--- src/rtl/act_pkg.sv ---
// -----------------------------------------------------------------------------
// act_pkg -- shared definitions for the activation pipeline.
//
// Contents:
//   act_mode_e  : per-beat activation function encoding
//                 ACT_PASS (0), ACT_RELU (1), ACT_CLAMP (2), ACT_LEAKY (3)
//   ACT_MODE_W  : width of the mode field
//
// Build option: ACT_LEAKY_EN (see act_lane) enables the leaky-ReLU shifter.
// -----------------------------------------------------------------------------
package act_pkg;

  localparam int ACT_MODE_W = 2;

  typedef enum logic [ACT_MODE_W-1:0] {
    ACT_PASS  = 2'd0,
    ACT_RELU  = 2'd1,
    ACT_CLAMP = 2'd2,
    ACT_LEAKY = 2'd3
  } act_mode_e;

endpackage : act_pkg

--- src/rtl/act_lane.sv ---
// -----------------------------------------------------------------------------
// act_lane -- combinational activation for one signed lane.
//
// Ports:
//   x_i        : signed input sample (DATA_WIDTH)
//   en_i       : beat enable; 0 forces the result to zero
//   mode_i     : activation function (act_mode_e encoding)
//   clamp_i    : clamp ceiling for ACT_CLAMP, expected non-negative
//   shift_i    : arithmetic right-shift amount for ACT_LEAKY
//   y_o        : activation result (DATA_WIDTH, never overflows)
//   clipped_o  : 1 when ACT_CLAMP replaced the sample by the ceiling
//
// Build option: ACT_LEAKY_EN defined -> ACT_LEAKY scales negative samples by
// 2^-shift (floor). Undefined -> no shifter, ACT_LEAKY behaves as ACT_RELU and
// shift_i is ignored.
// -----------------------------------------------------------------------------
module act_lane
  import act_pkg::*;
#(
  parameter int DATA_WIDTH  = 8,
  parameter int SHIFT_WIDTH = 3
) (
  input  logic [DATA_WIDTH-1:0]  x_i,
  input  logic                   en_i,
  input  logic [ACT_MODE_W-1:0]  mode_i,
  input  logic [DATA_WIDTH-1:0]  clamp_i,
  input  logic [SHIFT_WIDTH-1:0] shift_i,
  output logic [DATA_WIDTH-1:0]  y_o,
  output logic                   clipped_o
);

  logic signed [DATA_WIDTH-1:0] x_s;
  logic signed [DATA_WIDTH-1:0] clamp_s;
  logic                         x_pos;
  logic                         over_clamp;

  assign x_s        = $signed(x_i);
  assign clamp_s    = $signed(clamp_i);
  assign x_pos      = !x_i[DATA_WIDTH-1] && (|x_i);
  assign over_clamp = x_s > clamp_s;

`ifdef ACT_LEAKY_EN
  // Arithmetic shift floors toward minus infinity and can never leave the
  // lane range, so the most-negative value with shift 0 passes unchanged.
  logic signed [DATA_WIDTH-1:0] leaky_s;
  assign leaky_s = x_s >>> shift_i;
`else
  logic unused_shift;
  assign unused_shift = ^shift_i;
`endif

  always_comb begin
    y_o       = '0;
    clipped_o = 1'b0;
    if (en_i) begin
      case (act_mode_e'(mode_i))
        ACT_PASS:  y_o = x_i;
        ACT_RELU:  y_o = x_pos ? x_i : '0;
        ACT_CLAMP: begin
          if (!x_pos) begin
            y_o = '0;
          end else if (over_clamp) begin
            y_o       = clamp_i;
            clipped_o = 1'b1;
          end else begin
            y_o = x_i;
          end
        end
`ifdef ACT_LEAKY_EN
        ACT_LEAKY: y_o = x_i[DATA_WIDTH-1] ? leaky_s : x_i;
`else
        ACT_LEAKY: y_o = x_pos ? x_i : '0;
`endif
        default:   y_o = '0;
      endcase
    end
  end

endmodule : act_lane

--- src/rtl/act_unit_pipe.sv ---
// -----------------------------------------------------------------------------
// act_unit_pipe -- two-stage valid/ready activation pipeline, NO_LANES lanes.
//
// Ports:
//   clk, rst_n        : clock (rising edge), asynchronous active-low reset
//   in_valid/in_ready : input handshake
//   in_data           : packed lanes, lane k at [k*DATA_WIDTH +: DATA_WIDTH]
//   in_en, mode       : per-beat enable and activation function
//   cfg_clamp         : ceiling for the clamped ReLU
//   cfg_shift         : leaky-ReLU shift amount
//   out_valid/out_ready : output handshake
//   out_data          : result lanes, same packing as in_data
//   cnt_clr           : synchronous clear of clip_cnt (wins over increment)
//   clip_cnt          : saturating count of lanes altered by clamping
//
// Stage 1 captures the beat together with its controls; the lane arithmetic
// sits between stage 1 and stage 2; stage 2 drives the outputs.
//
// Build option: ACT_LEAKY_EN enables the leaky-ReLU shifter (mode 3).
// -----------------------------------------------------------------------------
module act_unit_pipe
  import act_pkg::*;
#(
  parameter int DATA_WIDTH  = 8,
  parameter int NO_LANES    = 8,
  parameter int SHIFT_WIDTH = 3
) (
  input  logic                           clk,
  input  logic                           rst_n,
  input  logic                           in_valid,
  output logic                           in_ready,
  input  logic [DATA_WIDTH*NO_LANES-1:0] in_data,
  input  logic                           in_en,
  input  logic [1:0]                     mode,
  input  logic [DATA_WIDTH-1:0]          cfg_clamp,
  input  logic [SHIFT_WIDTH-1:0]         cfg_shift,
  output logic                           out_valid,
  input  logic                           out_ready,
  output logic [DATA_WIDTH*NO_LANES-1:0] out_data,
  input  logic                           cnt_clr,
  output logic [31:0]                    clip_cnt
);

  localparam int BW = DATA_WIDTH * NO_LANES;

  // Stage 1: raw beat plus the controls sampled at acceptance
  logic                   s1_valid_q, s1_valid_d;
  logic [BW-1:0]          s1_data_q,  s1_data_d;
  logic                   s1_en_q,    s1_en_d;
  logic [ACT_MODE_W-1:0]  s1_mode_q,  s1_mode_d;
  logic [DATA_WIDTH-1:0]  s1_clamp_q, s1_clamp_d;
  logic [SHIFT_WIDTH-1:0] s1_shift;

  // Stage 2: computed results
  logic                   s2_valid_q, s2_valid_d;
  logic [BW-1:0]          s2_data_q,  s2_data_d;
  logic [31:0]            clip_cnt_q, clip_cnt_d;

  logic                   s1_adv;
  logic                   in_fire;
  logic                   s2_load;
  logic [BW-1:0]          lane_y;
  logic [NO_LANES-1:0]    lane_clip;
  logic [31:0]            clip_sum;
  logic [32:0]            cnt_sum;

  assign s1_adv   = !s2_valid_q || out_ready;
  assign in_ready = !s1_valid_q || s1_adv;
  assign in_fire  = in_valid && in_ready;
  assign s2_load  = s1_valid_q && s1_adv;

`ifdef ACT_LEAKY_EN
  logic [SHIFT_WIDTH-1:0] s1_shift_q, s1_shift_d;

  assign s1_shift_d = in_fire ? cfg_shift : s1_shift_q;
  assign s1_shift   = s1_shift_q;

  always_ff @(posedge clk or negedge rst_n) begin
    if (!rst_n) s1_shift_q <= '0;
    else        s1_shift_q <= s1_shift_d;
  end
`else
  // Without the shifter the shift amount is never stored.
  logic unused_cfg_shift;
  assign unused_cfg_shift = ^cfg_shift;
  assign s1_shift         = '0;
`endif

  genvar gi;
  generate
    for (gi = 0; gi < NO_LANES; gi++) begin : g_lane
      act_lane #(
        .DATA_WIDTH (DATA_WIDTH),
        .SHIFT_WIDTH(SHIFT_WIDTH)
      ) u_lane (
        .x_i      (s1_data_q[gi*DATA_WIDTH +: DATA_WIDTH]),
        .en_i     (s1_en_q),
        .mode_i   (s1_mode_q),
        .clamp_i  (s1_clamp_q),
        .shift_i  (s1_shift),
        .y_o      (lane_y[gi*DATA_WIDTH +: DATA_WIDTH]),
        .clipped_o(lane_clip[gi])
      );
    end
  endgenerate

  always_comb begin
    clip_sum = '0;
    for (int i = 0; i < NO_LANES; i++) begin
      clip_sum = clip_sum + 32'(lane_clip[i]);
    end
  end

  assign cnt_sum = {1'b0, clip_cnt_q} + {1'b0, clip_sum};

  always_comb begin
    // S1 fills on acceptance, empties when it hands its beat to S2.
    s1_valid_d = in_fire ? 1'b1 : (s2_load ? 1'b0 : s1_valid_q);
    s1_data_d  = in_fire ? in_data   : s1_data_q;
    s1_en_d    = in_fire ? in_en     : s1_en_q;
    s1_mode_d  = in_fire ? mode      : s1_mode_q;
    s1_clamp_d = in_fire ? cfg_clamp : s1_clamp_q;

    // When S2 may advance it takes whatever S1 holds (possibly a bubble).
    s2_valid_d = s1_adv  ? s1_valid_q : s2_valid_q;
    s2_data_d  = s2_load ? lane_y     : s2_data_q;

    clip_cnt_d = clip_cnt_q;
    if (cnt_clr) begin
      clip_cnt_d = '0;
    end else if (s2_load) begin
      clip_cnt_d = cnt_sum[32] ? 32'hFFFF_FFFF : cnt_sum[31:0];
    end
  end

  always_ff @(posedge clk or negedge rst_n) begin
    if (!rst_n) begin
      s1_valid_q <= 1'b0;
      s1_data_q  <= '0;
      s1_en_q    <= 1'b0;
      s1_mode_q  <= '0;
      s1_clamp_q <= '0;
      s2_valid_q <= 1'b0;
      s2_data_q  <= '0;
      clip_cnt_q <= '0;
    end else begin
      s1_valid_q <= s1_valid_d;
      s1_data_q  <= s1_data_d;
      s1_en_q    <= s1_en_d;
      s1_mode_q  <= s1_mode_d;
      s1_clamp_q <= s1_clamp_d;
      s2_valid_q <= s2_valid_d;
      s2_data_q  <= s2_data_d;
      clip_cnt_q <= clip_cnt_d;
    end
  end

  assign out_valid = s2_valid_q;
  assign out_data  = s2_data_q;
  assign clip_cnt  = clip_cnt_q;

endmodule : act_unit_pipe

--- config.mk ---
export PLATFORM = sky130hd
export DESIGN_NAME = act_unit_pipe
export DESIGN_NICKNAME = d
export VERILOG_FILES = /design/src/rtl/act_pkg.sv /design/src/rtl/act_lane.sv /design/src/rtl/act_unit_pipe.sv
export SDC_FILE = /design/constraint.sdc
export NUM_CORES = 1
export LEC_CHECK = 0
export CAP_MARGIN = 20
export CORE_AREA = 2 2 205 106
export CTS_CLUSTER_DIAMETER = 50
export DETAILED_ROUTE_END_ITERATION = 16
export DIE_AREA = 0 0 207 108
export PLACE_DENSITY = 0.82
export REMOVE_ABC_BUFFERS = 1
export SLEW_MARGIN = 20
export SYNTH_ARGS = -nofsm -noshare
export SYNTH_HDL_FRONTEND = slang
export SYNTH_SLANG_ARGS = --single-unit
--- constraint.sdc ---
create_clock -name clk -period 15.1 [get_ports clk]
set_clock_uncertainty 0.1 [all_clocks]
set_input_delay 2.265 -clock clk [delete_from_list [all_inputs] [get_ports clk]]
set_output_delay 2.265 -clock clk [all_outputs]
set_load 0.03 [all_outputs]
# ---- Word-level counts from Yosys, hierarchy flattened
# Index checks and enable logic that the tools add are counted.
dict set report word_totals {
  in_bits 83
  rom_bits 0
  ram_bits 0
  latch_bits 0
  wordCells 138
  n_memories 0
  regBits 173
}
dict set report classes {
  n_shift 0
  reduce_logical 34
  order_cmp 8
  n_div 0
  addsub 8
  n_mul 0
  n_bitwise 0
  n_mux 77
  n_eq_ne 3
}
# op count
set ops {}
lappend ops {{$mux W8} 32}
lappend ops {{$pmux W8 S3} 8}
lappend ops {{$mux W32} 3}
lappend ops {{$gt A8 B8 Y1} 8}
lappend ops {{$reduce_or A8 Y1} 8}
lappend ops {{$mux W1} 34}
lappend ops {{$add A32 B8 Y33} 1}
lappend ops {{$logic_and A1 B1 Y1} 10}
lappend ops {{$logic_not A1 Y1} 10}
lappend ops {{$add A7 B1 Y8} 1}
lappend ops {{$add A6 B1 Y7} 1}
lappend ops {{$add A5 B1 Y6} 1}
lappend ops {{$add A4 B1 Y5} 1}
lappend ops {{$add A3 B1 Y4} 1}
lappend ops {{$eq A2 B2 Y1 const B} 2}
lappend ops {{$reduce_bool A2 Y1} 2}
lappend ops {{$add A2 B1 Y3} 1}
lappend ops {{$add A1 B1 Y2} 1}
lappend ops {{$eq A2 B1 Y1 const B} 1}
lappend ops {{$logic_not A2 Y1} 1}
lappend ops {{$logic_or A1 B1 Y1} 2}
lappend ops {{$reduce_or A2 Y1} 1}

# ---- Logic depth before layout (Yosys ltp)
dict set report logic_depth {
  depth_word 16
  mapped_depth 24
  ltp_nobuf 23
}

# ---- By module
# From an unflattened synthesis, not the netlist that was laid out.
dict set report unflattened {
  cells_unflattened 1384
  hier_area_um2 12240.5
}
# mod area_each_um2 seq_area_each_um2 cells_each n_inst
set modules_own_cells {}
lappend modules_own_cells {act_unit_pipe 7305.8 4329.2 656 1}
lappend modules_own_cells {act_lane 616.8 0.0 91 8}

# ---- Worst setup path before layout
# Ideal clock, no wire load.
dict set report synth_path {
  kind {register to register}
  startpoint {register s1_clamp_q[5]}
  endpoint {register clip_cnt_q[29], in the netlist clip_cnt[29]}
  period_less_slack_ns 5.955
  setup_slack_ns 9.145
  n_path_buf 1
  t_required_ns 14.935
  arrival_ns 5.790
  stages_incl_launch_ff 24
  cell_sequence {dfrtp_1 > inv_1 > ha_1 > a21o_1 > a2111oi_0 > nand3_1 > nand3_1 > or2_2 > nor2_1 > fa_1 > inv_1 > fa_1 > inv_1 > fa_1 > inv_1 > fa_1 > inv_1 > fa_1 > a21o_1 > a31oi_1 > or4_4 > buf_6 > a31oi_1 > o21a_1}
}
dict set report synth_via {
  elab_chain_cells 16
}
# item line_no
set synth_lines {}
lappend synth_lines {{start: declaration} act_unit_pipe.sv:51} ;# logic [DATA_WIDTH-1:0] s1_clamp_q, s1_clamp_d;
lappend synth_lines {{start signal: assignment} act_unit_pipe.sv:151} ;# s1_clamp_q <= s1_clamp_d;
lappend synth_lines {{$gt A8 B8 Y1} act_lane.sv:40} ;# assign over_clamp = x_s > clamp_s;
lappend synth_lines {{$mux W1} act_lane.sv:62} ;# end else if (over_clamp) begin
lappend synth_lines {{$mux W1} act_lane.sv:60} ;# if (!x_pos) begin
lappend synth_lines {{$mux W1} act_lane.sv:56} ;# case (act_mode_e'(mode_i))
lappend synth_lines {{$mux W1} act_lane.sv:55} ;# if (en_i) begin
lappend synth_lines {{$add A1 B1 Y2} act_unit_pipe.sv:110} ;# clip_sum = clip_sum + 32'(lane_clip[i]);
lappend synth_lines {{$add A2 B1 Y3} act_unit_pipe.sv:110}
lappend synth_lines {{$add A3 B1 Y4} act_unit_pipe.sv:110}
lappend synth_lines {{$add A4 B1 Y5} act_unit_pipe.sv:110}
lappend synth_lines {{$add A5 B1 Y6} act_unit_pipe.sv:110}
lappend synth_lines {{$add A6 B1 Y7} act_unit_pipe.sv:110}
lappend synth_lines {{$add A7 B1 Y8 (*)} act_unit_pipe.sv:110}
lappend synth_lines {{$add A32 B8 Y33 (*)} act_unit_pipe.sv:114} ;# assign cnt_sum = {1'b0, clip_cnt_q} + {1'b0, clip_sum};
lappend synth_lines {{$mux W32 (*)} act_unit_pipe.sv:132} ;# clip_cnt_d = cnt_sum[32] ? 32'hFFFF_FFFF : cnt_sum[31:0];
lappend synth_lines {{$mux W32 (*)} act_unit_pipe.sv:131} ;# end else if (s2_load) begin
lappend synth_lines {{$mux W32 (*)} act_unit_pipe.sv:129} ;# if (cnt_clr) begin
lappend synth_lines {{end signal: assignment} act_unit_pipe.sv:154} ;# clip_cnt_q <= clip_cnt_d;
lappend synth_lines {{end: declaration} act_unit_pipe.sv:57} ;# logic [31:0] clip_cnt_q, clip_cnt_d;
# Mark *: on every way between the ends. The rest lies on a longest branch, timed or not. The select of a mux whose other input is x is not followed.
# A chain may end at the register's enable or synchronous reset.

# ---- Worst setup path in the final report
dict set report layout_path {
  startpoint {register s1_clamp_q[5]}
  endpoint {register clip_cnt_q[26], in the netlist clip_cnt[26]}
}
# Same word-level chain as after synthesis.

==> impl_metrics.prom <==
# TYPE chip_impl_metric gauge
chip_impl_info{name="most_used_flip_flop_cell_after_synthesis",value="dfrtp_1"} 1
chip_impl_metric{name="final_layout_size_suffix_gt1_frac",unit=""} 0.120
chip_impl_metric{name="clk_pin_slew",unit="ps"} 70
chip_impl_metric{name="totalPowerFinal",unit="uW"} 1660
chip_impl_info{name="outcome",value="complete, no violations"} 1
chip_impl_metric{name="max_rail_drop_vdd",unit="V"} 0.0000915
chip_impl_metric{name="timing.final.setup_violations",unit=""} 0
chip_impl_metric{name="portbufs",unit=""} 177
chip_impl_metric{name="cts_max_path_buffers",unit=""} 2
chip_impl_metric{name="stdcell_count",unit=""} 1466
chip_impl_metric{name="total_number_of_placement_rows",unit=""} 37
chip_impl_metric{name="timing.critical_path.slowest_cell_delay",unit="ps"} 590
chip_impl_metric{name="ys_warn_count",unit=""} 0
chip_impl_metric{name="yosys.cell_types.count",unit=""} 72
chip_impl_metric{name="final.period_utilization",unit=""} 0.473
chip_impl_metric{name="grt_max_degree",unit=""} 94
chip_impl_metric{name="post-cts-setup-buffer-count",unit=""} 0
chip_impl_metric{name="detail_route.vias_per_cell",unit=""} 6.41
chip_impl_metric{name="core_region_area",unit="um2"} 20400
chip_impl_metric{name="synth_enable_flop_cells",unit=""} 0
chip_impl_metric{name="placed_cells",unit=""} 1434
chip_impl_metric{name="firstDrtPassIters",unit=""} 6
chip_impl_metric{name="place_congestion",unit=""} 0.932
chip_impl_metric{name="critical_path.max_fanout",unit=""} 10
chip_impl_metric{name="share_of_synthesized_area_spent_on_multiplexers",unit=""} 0.108
chip_impl_metric{name="worst_slew_pin_slew",unit="ps"} 1160
chip_impl_metric{name="worst-r2r-cell-count",unit=""} 23
chip_impl_metric{name="initial_core_util",unit=""} 0.500
chip_impl_info{name="timing.setup.critical_path_class",value="reg -> reg"} 1
chip_impl_metric{name="synth_xor_xnor_area_share",unit=""} 0.00172
chip_impl_metric{name="grt_first_pass_wirelength",unit="mm"} 50.5
chip_impl_metric{name="pwr_density_cell",unit="nW/um2"} 130
chip_impl_metric{name="post-route-min-period",unit="ps"} 7150
chip_impl_metric{name="fp.dieW",unit="um"} 207
chip_impl_metric{name="critical_path_required",unit="ps"} 15330
chip_impl_metric{name="fillers",unit=""} 1643
chip_impl_info{name="cts_root_buffer",value="clkbuf_16"} 1
chip_impl_metric{name="die_y",unit="um"} 108
chip_impl_metric{name="num_cts_buffers",unit=""} 17
chip_impl_metric{name="adder_and_majority_gate_portion_of_the_synthesized_area",unit=""} 0.0959
chip_impl_metric{name="vias",unit=""} 9401
chip_impl_metric{name="nets",unit=""} 1338
chip_impl_metric{name="gr-usage-all-layers",unit=""} 0.287
chip_impl_metric{name="cellLeakagePower",unit="uW"} 0.00557
chip_impl_metric{name="cts_hold_repair.buffers",unit=""} 0
chip_impl_info{name="setup.worst_path.end_class",value="register"} 1
chip_impl_metric{name="ioPinCount",unit=""} 181
chip_impl_info{name="timing.critical_path.cells",value="inv_1 > ha_1 > a21o_1 > a2111oi_0 > nand3_1 > nand3_1 > or2_2 > nor2_1 > fa_1 > inv_1 > fa_1 > inv_1 > fa_1 > inv_1 > fa_1 > inv_1 > fa_1 > a21o_1 > a31oi_1 > nor2_1 > and2_0 > a31oi_1 > a311oi_1"} 1
chip_impl_metric{name="routed_wirelength",unit="mm"} 31.9
chip_impl_metric{name="clk-insertion-delay-late",unit="ps"} 440
chip_impl_metric{name="antenna_violating_nets_post_route",unit=""} 0
chip_impl_metric{name="post-dp-hpwl",unit="mm"} 21.7
chip_impl_info{name="critical_path.top_delay_family",value="adder cells"} 1
chip_impl_metric{name="worst-endpoint-arrival",unit="ps"} 7380
chip_impl_metric{name="worstHoldPathCells",unit=""} 2
chip_impl_metric{name="cap_viol_max_count",unit=""} 0
chip_impl_metric{name="postSynthCellCount",unit=""} 1018
chip_impl_metric{name="floorplan.die_area",unit="um2"} 22400
chip_impl_metric{name="cts-resized-gates",unit=""} 0
chip_impl_metric{name="syn_area",unit="um2"} 10200
chip_impl_metric{name="drtIter0Drc",unit=""} 687
chip_impl_metric{name="yosys_register_bits",unit=""} 173
chip_impl_metric{name="final-hold-violation-count",unit=""} 0
chip_impl_metric{name="critical_path_buf_inv_count",unit=""} 5
chip_impl_metric{name="critical_path_depth",unit=""} 23
chip_impl_metric{name="cts_h_tree_depth",unit=""} 4
chip_impl_metric{name="antennaDiodeCount",unit=""} 0
chip_impl_metric{name="synth-seq-area-share",unit=""} 0.425
chip_impl_metric{name="post-route-drc-count",unit=""} 0
chip_impl_metric{name="max_freq",unit="GHz"} 0.140
chip_impl_metric{name="area.growth.synth_to_final",unit="%"} 25.6
chip_impl_metric{name="final-max-slew-violation-count",unit=""} 0
chip_impl_metric{name="fin_setup_tns",unit="ps"} 0
chip_impl_info{name="cts_tree",value="yes"} 1
chip_impl_metric{name="synth.avg_cell_area",unit="um2"} 10.0
chip_impl_metric{name="clkSinkCount",unit=""} 173
chip_impl_metric{name="antenna_found_initial",unit=""} 0
chip_impl_metric{name="synth_compound_area_frac",unit=""} 0.189
chip_impl_metric{name="synth-simple-area-share",unit=""} 0.147
chip_impl_metric{name="postSynth.asyncResetShare",unit=""} 1.00
chip_impl_info{name="crit_slowest_cell",value="a2111oi_0"} 1
chip_impl_info{name="rsz0062_at_grt",value="false"} 1
chip_impl_metric{name="relSlewSlack",unit=""} 0.226
chip_impl_info{name="main_combinational_cell_family_by_area_after_synthesis",value="compound AO/OA/AOI/OAI gates"} 1
chip_impl_info{name="hold_path.class",value="reg -> reg"} 1
chip_impl_metric{name="globalRoute.totalOverflow",unit=""} 0
chip_impl_metric{name="route.detailed.wl_per_inst",unit="um"} 21.7
chip_impl_info{name="worstSetupStartpointType",value="register"} 1
chip_impl_metric{name="first_global_vias",unit=""} 9507
==> cells in the final DEF (no fill, tap or decap), types with 14 or more instances in the layout <==
cell / synthesis / final
a21oi_1: 57 / 57
mux2_2: 76 / 76
mux2i_1: 24 / 24
ha_1: 70 / 70
nor2_1: 56 / 56
a22o_1: 14 / 14
clkbuf_16: 0 / 17
nor3_1: 29 / 29
inv_1: 45 / 45
nand2b_1: 19 / 19
nand2_1: 81 / 79
o21ai_0: 59 / 59
dfrtp_1: 173 / 173
nand3_1: 23 / 23
a22oi_1: 30 / 30
a31oi_1: 18 / 18
nand4_1: 18 / 18
clkdlybuf4s50_1: 0 / 175
==> final timing paths <==
path | slack [ps] | startpoint | to
max in group asynchronous | 11830 | rst_n | out_data[16]
min reg2reg | 370 | out_data[58] | out_data[58]
min | 370 | out_data[58] | out_data[58]
min in group asynchronous | 1810 | rst_n | s1_valid_q
max reg2reg | 7950 | s1_clamp_q[5] | clip_cnt[26]
max | 7950 | s1_clamp_q[5] | clip_cnt[26]
==> synth_stat cells, types with 18 or more instances <==
cell type | n | share of area
mux2i_1 | 24 | 0.024
inv_1 | 45 | 0.017
a22oi_1 | 30 | 0.022
clkbuf_1 | 39 | 0.014
mux2_2 | 76 | 0.084
nor2_1 | 56 | 0.021
nand4_1 | 18 | 0.011
nor3_1 | 29 | 0.014
a31oi_1 | 18 | 0.011
nand2_1 | 81 | 0.030
nand2b_1 | 19 | 0.012
nand3_1 | 23 | 0.011
ha_1 | 70 | 0.086
dfrtp_1 | 173 | 0.43
o21ai_0 | 59 | 0.029
a21oi_1 | 57 | 0.028
==> stage by stage <==
step | util | hold slack, ps | cell area [um2] | setup WS (ps)
finish | 0.627 | 373 | 12800 | 7950
global placement | 0.599 | 359 | 12200 | 8360
CTS | 0.627 | 380 | 12800 | 8050
detailed placement | 0.598 | 364 | 12200 | 8080
global route | 0.627 | 405 | 12800 | 7480
floorplan | - | 377 | 10000 | 9110
==> flip-flops by register name (all words and copies together), names as in the netlist <==
name        flops
s1_valid_q      1
s1_en_q         1
out_valid       1
clip_cnt       32
s1_data_q      64
out_data       64
s1_mode_q       2
s1_clamp_q      8
==> logic make-up after synthesis <==
family / count (synthesis)
AO/OA/AOI/OAI: 287
AND/OR/NAND/NOR: 293
XOR/XNOR: 2
multiplexers: 100
flip-flops: 173
adder cells (fa/ha/maj): 75
buffers and inverters: 88
==> worst min-delay path, stage by stage, from the launching register on <==
cell	delay, ps
dfrtp_1	350
nand2_1	50
nand2_1	50
==> area by class of cell <==
class | instances | area, um2 | area share
Tap cell | 273 | 342 | 0.0267
Clock inverter | 13 | 131 | 0.0103
Inverter | 45 | 169 | 0.0132
Clock buffer | 19 | 453 | 0.0354
Timing Repair Buffer | 186 | 1840 | 0.144
Sequential cell | 173 | 4330 | 0.339
Multi-Input combinational cell | 757 | 5520 | 0.432
==> where the power goes <==
group | internal [uW] | switching, uW | total (uW)
combinational | 249 | 351 | 600
sequential | 534 | 82.9 | 616
clock | 240 | 203 | 443
==> layer usage <==
layer	part of all wire	GRT usage	up-vias
li1	-	-	4145
met1	0.38	0.347	4595
met2	0.48	0.478	528
met3	0.095	0.0761	133
met4	0.046	0.154	0
met5	0	0	-
Power figures use the tool's default switching activity.
==> edit: new RTL, config.mk and constraints unchanged <==
Take the reset off `s2_data_q` and load it in a clocked block of its own.
--- a/src/rtl/act_unit_pipe.sv
+++ b/src/rtl/act_unit_pipe.sv
@@ -141,7 +141,6 @@
       s1_mode_q  <= '0;
       s1_clamp_q <= '0;
       s2_valid_q <= 1'b0;
-      s2_data_q  <= '0;
       clip_cnt_q <= '0;
     end else begin
       s1_valid_q <= s1_valid_d;
@@ -150,9 +149,12 @@
       s1_mode_q  <= s1_mode_d;
       s1_clamp_q <= s1_clamp_d;
       s2_valid_q <= s2_valid_d;
-      s2_data_q  <= s2_data_d;
       clip_cnt_q <= clip_cnt_d;
     end
+  end
+
+  always_ff @(posedge clk) begin
+    s2_data_q <= s2_data_d;
   end
 
   assign out_valid = s2_valid_q;
Formal check against the unedited RTL: differs if rst_n is asserted again (counterexample within 4 cycles, from zero or initial values and one cycle with rst_n low); with rst_n held inactive, the same outputs for 4 cycles.
==> edit against the unedited design <==
  * Power is 8.0% lower
  * Count of clock-buffer cells in the layout shrank 2
  * Routed wire length fell by 15%
  * Critical path type unchanged
  * Setup slack better by 0.099 ns
  * Sequential cell count stayed put
  * Largest cell class is now sequential cells
  * Cell count fell by 13%
  * Synthesized area is 6.5% lower
  * Final area fell by 4.9%
  * Largest power group unchanged
==> edit: results (changes against the unedited design) <==
----------------------------------------------------
[Power and ir drop]
  Worst IR drop on VDD ... 0.0840 mV (was 0.0915 mV)
  Sw Ratio ... 34.4% (was 38.4%)
  LEAKAGE ... 4.93 nW (was 5.57 nW)

[Drt]
  Average wire per cell in the routed design ... 21.4 um (was 21.7 um)
  DRT Wirelength ... 27200 um (was 31900 um)
  Via Count ... 7677 (was 9401)
  First DRT Iteration DRCs ... 790 (was 687)

[GRT]
  Met2 routing resource usage after global routing ... 40.9% (was 47.8%)
  GRT Total Usage ... 24.6% (was 28.7%)
  First-pass GRT wire length ... 42300 um (was 50500 um)
  GRT met1 Usage ... 31.4% (was 34.7%)
  Largest net degree at the start of global routing ... 77 (was 94)
  GR Util met3 ... 5.63% (was 7.61%)
  Via count of the first global-routing pass ... 7764 (was 9507)

[Critical path]
  Crit Reg-Reg Endpoint ... clip_cnt[12] (was clip_cnt[26])
  Reg2reg setup slack ... 8.05 ns (was 7.95 ns)
  Maximum fanout along the worst path ... 16 (was 10)
  Stage delay of the slowest cell on the critical path ... 0.68 ns (was 0.59 ns)
  Standard cell with the maximum stage delay on the critical path ... or3_1 (was a2111oi_0)
  Data arrival time of the critical path ... 7.31 ns (was 7.38 ns)
  Launching point of the worst reg2reg path ... s1_clamp_q[2] (was s1_clamp_q[5])

[Timing]
  Final hold slack ... 0.418 ns (was 0.373 ns)
  Worst slew margin relative to its limit ... 31.0% (was 22.6%)

[Synthesis]
  Async set-or-reset flop fraction in the synthesized netlist ... 63.0% (was 100%)
  Seq/Total Area, Yosys ... 48.9% (was 42.5%)
  Syn avg cell area ... 11.7 um^2 (was 10.0 um^2)
  Count of distinct cell types in the synthesized netlist ... 73 (was 72)
  EDFF count, synth ... 64 (was 0)

[Finish]
  Nets ... 1141 (was 1338)
  Share of cells above drive strength 1 ... 14.2% (was 12.0%)

[Worst hold path]
  Critical hold path startpoint ... s1_clamp_q[0] (was out_data[58])
  Worst Hold End ... s1_clamp_q[0] (was out_data[58])
  Number of cells traversed by the worst hold path ... 1 (was 2)

[Run status]
  Run status ... completed (unchanged)

[Placed design]
  Weighted congestion at the end of routability-driven global placement ... 0.891 (was 0.932)
  Placed Cells ... 1237 (was 1434)
  Half-perimeter wire length after placement ... 18900 um (was 21700 um)
  Standard cell area after detailed placement ... 11500 um^2 (was 12200 um^2)

[Clock tree]
  Clock latency reported for the late side of the worst-skew pair ... 0.44 ns (about the same)

----------------------------------------------------
-- edit: changes by cell type after synthesis, sizes merged, moves of 13 or more --
| cell | delta |
|---|---|
| dfrtp | -64 |
| edfxtp | +64 |
| o21ai | -39 |
| a22oi | -28 |
| clkbuf | -23 |
| nand2 | -22 |
| a21oi | -21 |
| nor2 | -19 |
| mux2i | -18 |
| o2bb2ai | +16 |
| inv | -14 |
| a32o | +13 |
-- edit: cell type report --
type	count	area [um^2]
Clock buffer	17	425
Clock inverter	15	193
Fill cell	1655	8220
Inverter	31	116
Multi-Input combinational cell	578	4620
Sequential cell	173	4650
Tap cell	273	342
Timing Repair Buffer	182	1810
-- edit: cell families after synthesis --
family	count (synthesis)	share of synthesized area [%]
flops	173	48.9
mux	83	9.74
xor+xnor	4	0.368
compound gates	193	15.5
fa+ha+maj	75	10.3
simple gates	223	12.6
buf+inv	59	2.68
-- edit: power by group through the flow --
stage          Clock, mW  Sequential (mW)  Combinational [mW]
2_1_floorplan          0            0.655               0.231
3_3_place_gp           0            0.618               0.418
3_5_place_dp           0            0.620               0.438
4_1_cts            0.472            0.611               0.443
5_1_grt            0.491            0.620               0.484
6_report           0.466            0.614               0.448
-- edit: how the worst max path moves through the flow --
stage / start / end / slack [ns] / cells past startpoint
CTS: s1_clamp_q[2] / clip_cnt[16] / 8.19 / 21
finish: s1_clamp_q[2] / clip_cnt[12] / 8.05 / 21
global placement: s1_clamp_q[2] / clip_cnt[12] / 8.37 / 21
floorplan: s1_clamp_q[5] / clip_cnt[12] / 9.36 / 21
global route: s1_clamp_q[2] / clip_cnt[16] / 7.83 / 21
detailed placement: s1_clamp_q[2] / clip_cnt[12] / 8.23 / 21
-- edit: layer usage --
| metal | vias up | wire (um) |
|---|---|---|
| met5 | - | 0 |
| li1 | 3481 | - |
| met4 | 0 | 809 |
| met3 | 60 | 2010 |
| met1 | 3809 | 11200 |
| met2 | 327 | 13100 |
